<file path="config.mk">
export PLATFORM = sky130hd
export DESIGN_NAME = panel_sequencer
export DESIGN_NICKNAME = d
export VERILOG_FILES = /design/src/rtl/panel_sequencer.sv
export SDC_FILE = /design/constraint.sdc
export NUM_CORES = 1
export LEC_CHECK = 0
export CAP_MARGIN = 40
export CELL_PAD_IN_SITES_DETAIL_PLACEMENT = 0
export CELL_PAD_IN_SITES_GLOBAL_PLACEMENT = 1
export CORE_MARGIN = 4
export CORE_UTILIZATION = 42
export DETAILED_ROUTE_END_ITERATION = 7
export GPL_TIMING_DRIVEN = 0
export PLACE_DENSITY = 0.77
export SLEW_MARGIN = 5
export SYNTH_ARGS = -nofsm -noshare
export SYNTH_HDL_FRONTEND = slang
export SYNTH_SLANG_ARGS = --single-unit
</file>
<file path="constraint.sdc">
create_clock -name sysclk -period 6.9 [get_ports sysclk]
set_input_delay 1.38 -clock sysclk [delete_from_list [all_inputs] [get_ports sysclk]]
set_output_delay 1.38 -clock sysclk [all_outputs]
set_load 0.005 [all_outputs]
</file>
<file path="src/rtl/panel_sequencer.sv">
// Front-panel button sequencer: debounces a push button, classifies short and long presses, and
// issues STOP/CONTINUE or SWMCL+LOAD pulse sequences to the CPU board, then watches for the RUN_n acknowledge.
module panel_sequencer #(
  parameter int unsigned DEBOUNCE_CYCLES = 393216,
  parameter int unsigned PULSE_CYCLES    = 3932,
  parameter int unsigned LONG_CYCLES     = 78643200,
  parameter int unsigned ACK_CYCLES      = 3932160
) (
  input  logic       sysclk,
  input  logic       sys_rst_n,
  input  logic       btn_n,
  input  logic       RUN_n,
  output logic       STOP_n,
  output logic       CONTINUE_n,
  output logic       SWMCL_n,
  output logic       LOAD_n,
  output logic       busy,
  output logic       ack_err,
  output logic [2:0] state
);

  typedef enum logic [2:0] {
    IDLE     = 3'd0,
    HOLD     = 3'd1,
    PULSE    = 3'd2,
    GAP      = 3'd3,
    WAIT_ACK = 3'd4,
    WAIT_REL = 3'd5
  } state_e;

  // The selector value doubles as the bit index into the active-low pulse vector.
  typedef enum logic [1:0] {
    SEL_STOP  = 2'd0,
    SEL_CONT  = 2'd1,
    SEL_SWMCL = 2'd2,
    SEL_LOAD  = 2'd3
  } sel_e;

  localparam int unsigned MAX_PL = (PULSE_CYCLES > LONG_CYCLES) ? PULSE_CYCLES : LONG_CYCLES;
  localparam int unsigned MAX_T  = (MAX_PL > ACK_CYCLES) ? MAX_PL : ACK_CYCLES;
  localparam int unsigned TW     = $clog2(MAX_T + 1);
  localparam int unsigned DW     = $clog2(DEBOUNCE_CYCLES + 1);

  logic          btn_s1_q, btn_s2_q, run_s1_q, run_s2_q;
  logic          db_q, db_d;
  logic [DW-1:0] db_cnt_q, db_cnt_d;
  state_e        state_q, state_d;
  sel_e          sel_q, sel_d;
  logic [TW-1:0] cnt_q, cnt_d;
  logic          ack_err_q, ack_err_d;
  logic          busy_q;
  logic [3:0]    pulse_n_q, pulse_n_d;

  // NOTE: sequential state is only ever updated with non-blocking assignments so every flop
  // samples the pre-edge value of its neighbours, regardless of process evaluation order.
  always_ff @(posedge sysclk or negedge sys_rst_n) begin
    if (!sys_rst_n) begin
      btn_s1_q <= 1'b1;
      btn_s2_q <= 1'b1;
      run_s1_q <= 1'b1;
      run_s2_q <= 1'b1;
    end else begin
      btn_s1_q <= btn_n;
      btn_s2_q <= btn_s1_q;
      run_s1_q <= RUN_n;
      run_s2_q <= run_s1_q;
    end
  end

  // NOTE: every signal written in an always_comb gets a default first, so no path leaves it
  // unassigned and no latch is inferred.
  always_comb begin
    db_d     = db_q;
    db_cnt_d = '0;
    if (btn_s2_q != db_q) begin
      if (db_cnt_q == DW'(DEBOUNCE_CYCLES - 1)) db_d = btn_s2_q;
      else                                      db_cnt_d = db_cnt_q + DW'(1);
    end
  end

  always_comb begin
    state_d   = state_q;
    sel_d     = sel_q;
    cnt_d     = cnt_q;
    ack_err_d = ack_err_q;
    // The shared timer only advances below its terminal value, so it saturates and never wraps.
    case (state_q)
      IDLE: begin
        if (!db_q) begin
          state_d   = HOLD;
          cnt_d     = '0;
          ack_err_d = 1'b0;
        end
      end
      HOLD: begin
        if (db_q) begin
          sel_d   = run_s2_q ? SEL_CONT : SEL_STOP;
          state_d = PULSE;
          cnt_d   = '0;
        end else if (cnt_q == TW'(LONG_CYCLES - 1)) begin
          sel_d   = SEL_SWMCL;
          state_d = PULSE;
          cnt_d   = '0;
        end else begin
          cnt_d = cnt_q + TW'(1);
        end
      end
      PULSE: begin
        if (cnt_q == TW'(PULSE_CYCLES - 1)) begin
          cnt_d = '0;
          case (sel_q)
            SEL_STOP, SEL_CONT: state_d = WAIT_ACK;
            SEL_SWMCL:          state_d = GAP;
            default:            state_d = WAIT_REL;
          endcase
        end else begin
          cnt_d = cnt_q + TW'(1);
        end
      end
      GAP: begin
        if (cnt_q == TW'(PULSE_CYCLES - 1)) begin
          sel_d   = SEL_LOAD;
          state_d = PULSE;
          cnt_d   = '0;
        end else begin
          cnt_d = cnt_q + TW'(1);
        end
      end
      WAIT_ACK: begin
        // STOP is acknowledged by the CPU dropping into OPCOM (RUN_n high), CONTINUE by running.
        if (run_s2_q == (sel_q == SEL_STOP)) begin
          state_d = IDLE;
          cnt_d   = '0;
        end else if (cnt_q == TW'(ACK_CYCLES - 1)) begin
          ack_err_d = 1'b1;
          state_d   = IDLE;
          cnt_d     = '0;
        end else begin
          cnt_d = cnt_q + TW'(1);
        end
      end
      WAIT_REL: begin
        if (db_q) state_d = IDLE;
      end
      default: begin
        state_d = IDLE;
        cnt_d   = '0;
      end
    endcase
  end

  // Outputs are decoded from next state and registered, so no input reaches a pin combinationally.
  always_comb begin
    pulse_n_d = 4'hF;
    if (state_d == PULSE) pulse_n_d[sel_d] = 1'b0;
  end

  always_ff @(posedge sysclk or negedge sys_rst_n) begin
    if (!sys_rst_n) begin
      db_q      <= 1'b1;
      db_cnt_q  <= '0;
      state_q   <= IDLE;
      sel_q     <= SEL_STOP;
      cnt_q     <= '0;
      ack_err_q <= 1'b0;
      busy_q    <= 1'b0;
      pulse_n_q <= 4'hF;
    end else begin
      db_q      <= db_d;
      db_cnt_q  <= db_cnt_d;
      state_q   <= state_d;
      sel_q     <= sel_d;
      cnt_q     <= cnt_d;
      ack_err_q <= ack_err_d;
      busy_q    <= (state_d != IDLE);
      pulse_n_q <= pulse_n_d;
    end
  end

  assign STOP_n     = pulse_n_q[SEL_STOP];
  assign CONTINUE_n = pulse_n_q[SEL_CONT];
  assign SWMCL_n    = pulse_n_q[SEL_SWMCL];
  assign LOAD_n     = pulse_n_q[SEL_LOAD];
  assign busy       = busy_q;
  assign ack_err    = ack_err_q;
  assign state      = state_q;

endmodule
</file>
* After elaboration in Yosys (flattened, before gate mapping) *
Cells that the tools add are included.

storage, ports and cells
  flip-flop bits (word level) = 62
  input bits = 4
  output and inout port bits = 9
  logic and storage cells = 76

operators by class
  add/sub/neg operators = 2
  $lt $le $gt $ge = 2
  equal/unequal tests = 17
  mux-type cells = 31
  bitwise gates (word level) = 2
  reductions and logical operators = 10

operators by type and width
  cell                                             count
  two-way mux 27 bit                               6
  case mux 27 bit (5 select lines)                 1
  two-way mux 19 bit                               2
  adder 27 x 1 -> 27 bit, second input constant    1
  == test 27 x 12 -> 1 bit, second input constant  1
  == test 27 x 22 -> 1 bit, second input constant  1
  == test 27 bit, second input constant            1
  two-way mux 3 bit                                8
  adder 19 x 1 -> 19 bit, second input constant    1
  == test 19 bit, second input constant            1
  case mux 3 bit (6 select lines)                  1
  == test 3 x 2 -> 1 bit, second input constant    3
  == test 3 bit, second input constant             2
  two-way mux 2 bit                                3
  inequality test 2 bit, second input constant     3
  case mux 3 bit (2 select lines)                  1
  two-way mux 1 bit                                5
  two-way mux 4 bit                                1
  inverter 4 bit                                   1
  case mux 2 bit (2 select lines)                  1
  AND reduction 2 bit                              2
  AND reduction 4 bit                              1
  OR reduction 2 bit                               2
  == test 3 x 1 -> 1 bit, second input constant    1
  other kinds (14)                                 14

* Longest topological paths before layout *
  word-level depth = 10
  mapped depth = 10
  gate-level depth less buffers = 7

* Worst setup path before layout *
OpenSTA, ideal clock, no wires.

  kind = register to register
  start = register cnt_q[0]
  end = register pulse_n_q[1]
  setup time = 0.088 ns
  arrival = 2.440 ns
  required time = 6.812 ns
  slack = 4.372 ns
  stages on the path, launching flop included = 8
  path buffers = 1
  period minus slack after synthesis = 2.528 ns
  path through = dfrtp_1 ha_1 or4b_1 or4_1 buf_6 mux2i_1 nor4b_2 or3b_1

between the ends
  word-level cells in the longest chain between the ends = 10
  elaborated cells between the ends (all ways) = 22
  those cells by class = order compare: 2; eq/ne: 4; mux: 14; bitwise: 1; reduce/logical: 1

RTL lines
  element                                                                                                           RTL line  RTL
  from (decl)                                                                                                       49        logic [TW-1:0] cnt_q, cnt_d;
  from (signal assigned)                                                                                            173       cnt_q <= cnt_d;
  == test 27 bit                                                                                                    100       end else if (cnt_q == TW'(LONG_CYCLES - 1)) begin
  two-way mux 2 bit                                                                                                 100
  two-way mux 2 bit                                                                                                 96        if (db_q) begin
  case mux 2 bit (2 select lines)                                                                                   87        case (state_q)
  less-than comparator 2 x 3 -> 1 bit (not written as such) / >= comparator 2 x 1 -> 1 bit (equally long branches)  155       if (state_d == PULSE) pulse_n_d[sel_d] = 1'b0;
  logical AND 1 bit (not written as such)                                                                           155
  two-way mux 1 bit (not written as such)                                                                           155
  demux 1 bit (select 2 bit)                                                                                        155
  inverter 4 bit (no line)                                                                                          n/a
  two-way mux 4 bit (*)                                                                                             155
  via pulse_n_d[1]                                                                                                  52        logic [3:0] pulse_n_q, pulse_n_d;
  to (signal assigned)                                                                                              176       pulse_n_q <= pulse_n_d;
  to (decl)                                                                                                         52

Mark *: on every way through the listed nets, which the timed path passes. The rest lies on a longest branch.
A chain may end at the register's enable or synchronous reset.

* Worst setup path after layout *
Same ends and word-level chain as after synthesis.

==> key figures <==
Layout
  – # fillers: 738
  – Register area: between 1500 and 2000 um^2
  – Area Overhead vs Synth: 15.38%
  – Share of cells above drive strength 1: 11.26%
  – Final cell count without fillers: 481
  – Antenna diodes: 0
  – Core Util, Final: 50.92%
  – Multi-input gate area: 1579 um^2
  – Finished layout cell area: 3772 um^2
  – Final nets: 383

STA
  – RSZ-0062 raised after global routing: no
  – Hold Vio Cnt, Final: 0
  – Final setup fails: 0
  – Setup Skew: 0.007947 ns
  – Slew Limit Fails: 0
  – Max Freq: 354.9 MHz
  – Final period util: 40.84%
  – Fin Setup TNS: 0 ns
  – Min Hold Slack: 0.3595 ns
  – Slew headroom: about two fifths
  – Min Clock Period, post-route: 2.818 ns
  – Slew @ Worst Pin: 0.8643 ns

Placement
  – PortBufs: 12
  – HPWL after DPL: a little over 5000 um
  – # placed instances: 465
  – Placed Area: 3511 um^2
  – Routability cong.: a little under 0.9

Routing
  – Final ANT Viol Nets: 0
  – Total Routed Length: 7177 um
  – Via count: 2652
  – Vias per cell: 5.514
  – Wire per inst: 14.92 um
  – Iter 0 DRT Violations: 117
  – Drc violations: 0
  – Pre-antenna DRT Iters: 4

CTS
  – Clock transition at path regs: 0.07 ns
  – Total CTS buffers: 9
  – Post-CTS Setup Bufs: 0
  – CTS tree: yes
  – CTS max path bufs: 2
  – Resized Gates After CTS: 0
  – Clk sinks: 62
  – Post-CTS Hold Buffers: 0
  – Worst-Skew Late Latency: 0.33 ns
  – CTS H-tree lvls: 3
  – CTS root buf: clkbuf_8

Power
  – Sequential power share: 45.9%
  – Power density over the cells: 213.2 nW/um^2
  – Switch Pwr: 157.0 uW
  – Switching fraction of total power: 19.52%
  – Logic pwr share: 1.7%
  – Pleak: 1.548 nW
  – Part of the power in the clock network: 52.4%
  – Pint: between 600 and 700 uW
  – Peak supply drop: roughly 0.00015 V

Synth
  – Leading cell types by count after synthesis: dfrtp_1, nor2_1, nand2_1
  – Synthesized area: 3269 um^2
  – Top-area cell type share of the netlist area: 40.57%
  – Top_reg_cell synth: dfrtp_1
  – Yosys warning count: 0
  – Cell taking the most area after synthesis: dfrtp_1
  – Most numerous cell in the Yosys netlist: dfrtp_1
  – Avg Inst Size Synth: 9.236 um^2
  – #FFs+latches synth: 62
  – Number of flops mapped to enable cells by yosys: 0
  – Post-synth ARST share: 100.0%
  – Syn nets: 360
  – Post-Syn Instances: 354
  – Seq/Total Area, Yosys: 47.80%
  – Distinct cells, synth: 52
  – Synth area leaders: dfrtp_1, dfstp_2, o21ai_0, nor2_1, nand2_1

Run
  – Maxcap violations: 0

Die
  – Core area: approximately 7400 um^2
  – # IOs: 13
  – Initial Utilization: 44.13%
  – Placement row count: 31
  – Die width: 96.23 um
  – Chip Height: 96.23 um
  – Die ar.: 9260 um^2

Worst setup path
  – Critical Path RT: 7.16 ns
  – Worst setup SP type: flop
  – CP endpoint kind: flop
  – CP Max Fanout: 7
  – WP data arrival: 3.07 ns
  – Worst Setup Path Type: reg -> reg

Global routing
  – GRT Util Overall: 17.56%
  – Grt peak-use layer: met2
  – Initial antenna violation count: 0
  – Global-route wire length before repair: 12520 um
  – Vias in the first global route: 2637
  – M1 GR Usage: 23.41%
  – Met3 usage: 4.300%
  – Met2 GRT Util: 27.54%
  – Grt total ovfl: 0
  – Largest net degree at the start of global routing: 63

Outcome
  – Status: finished clean

Min path
  – Min-Delay Path Class: reg -> reg
==> final cells by class <==
class	count	share of cell area (%)
multi-input combinational	266	41.86
sequential	62	41.43
clock inverter	6	3.549
clock buffer	10	3.383
tap	99	3.284
timing repair buffer	12	3.118
buffer	16	2.388
inverter	10	0.9950
==> cell usage in the layout (no fill, tap or decap), types with 2 or more instances in the layout <==
cell type / count
nor2b_1: 2
nor3b_1: 2
nand4_1: 11
o31a_1: 2
nand2_1: 37
nand3b_1: 2
xnor2_1: 12
a21oi_1: 8
a21o_1: 3
mux2i_1: 2
or4_1: 2
dfrtp_1: 53
and2_1: 2
nor2_1: 39
nand4b_1: 2
and4_1: 2
nand3_1: 26
or3_1: 16
inv_1: 10
and3_1: 8
ha_1: 2
clkdlybuf4s50_1: 11
buf_6: 4
bufinv_16: 4
clkbuf_8: 9
dfstp_2: 9
nor3_1: 10
or2_2: 3
o22ai_2: 2
o21ai_0: 31
clkbuf_1: 13
nor4_1: 7
a211oi_1: 2
xor2_1: 9
o21ai_1: 2
==> logic make-up after synthesis <==
logic type / count (synthesis) / share of synthesized area [%]
buf+inv: 26 / 3.903
mux: 3 / 0.9568
compound gates: 61 / 12.09
simple gates: 179 / 28.86
xor+xnor: 21 / 5.626
fa+ha+maj: 2 / 0.7653
flops: 62 / 47.80
==> final timing paths <==
kind,endpoint,from,cells after the start,slack (ns)
worst min-delay path,run_s2_q,run_s1_q,0,0.36
min in group asynchronous,db_cnt_q[2],sys_rst_n,1,1.12
max in group asynchronous,cnt_q[17],sys_rst_n,1,5.26
worst max-delay path,pulse_n_q[1],cnt_q[0],7,4.08
worst max register to register,pulse_n_q[1],cnt_q[0],7,4.08
worst min register to register,run_s2_q,run_s1_q,0,0.36
==> critical path: stages (launching register included) <==
cell	delay, ns
dfrtp_1	0.39
ha_1	0.23
or4b_1	0.46
or4_1	0.53
buf_6	0.17
mux2i_1	0.15
nor4b_2	0.42
or3b_1	0.39
==> stage by stage <==
stage | total power [mW] | setup WS (ns)
after floorplan | 0.3795 | 4.372
after global placement | 0.3900 | 2.412
after detailed placement | 0.3902 | 4.078
after CTS | 0.8160 | 4.068
after global routing | 0.8374 | 3.822
final | 0.8042 | 4.082
==> metal layers <==
layer / part of all wire [%] / up-vias / wire, um
li1: - / 1308 / -
met1: 48 / 1306 / 3458
met2: 48 / 34 / 3447
met3: 3.1 / 4 / 219
met4: 0.71 / 0 / 51
met5: 0 / - / 0
==> power groups by stage <==
stage          Clock (mW)  Combinational (mW)  Sequential [mW]
3_3_place_gp            0              0.0143            0.376
5_1_grt             0.453              0.0157            0.369
2_1_floorplan           0             0.00423            0.375
3_5_place_dp            0              0.0143            0.376
4_1_cts             0.433              0.0143            0.369
6_report            0.422              0.0134            0.369
==> flip-flops by register name (all words and copies together), names as in the netlist <==
signal and flops:
cnt_q 27, db_cnt_q 19, pulse_n_q 4, state 3, sel_q 2, ack_err 1, btn_s1_q 1, btn_s2_q 1
busy 1, db_q 1, run_s1_q 1, run_s2_q 1
No activity file was read; power rests on OpenSTA's default activity.
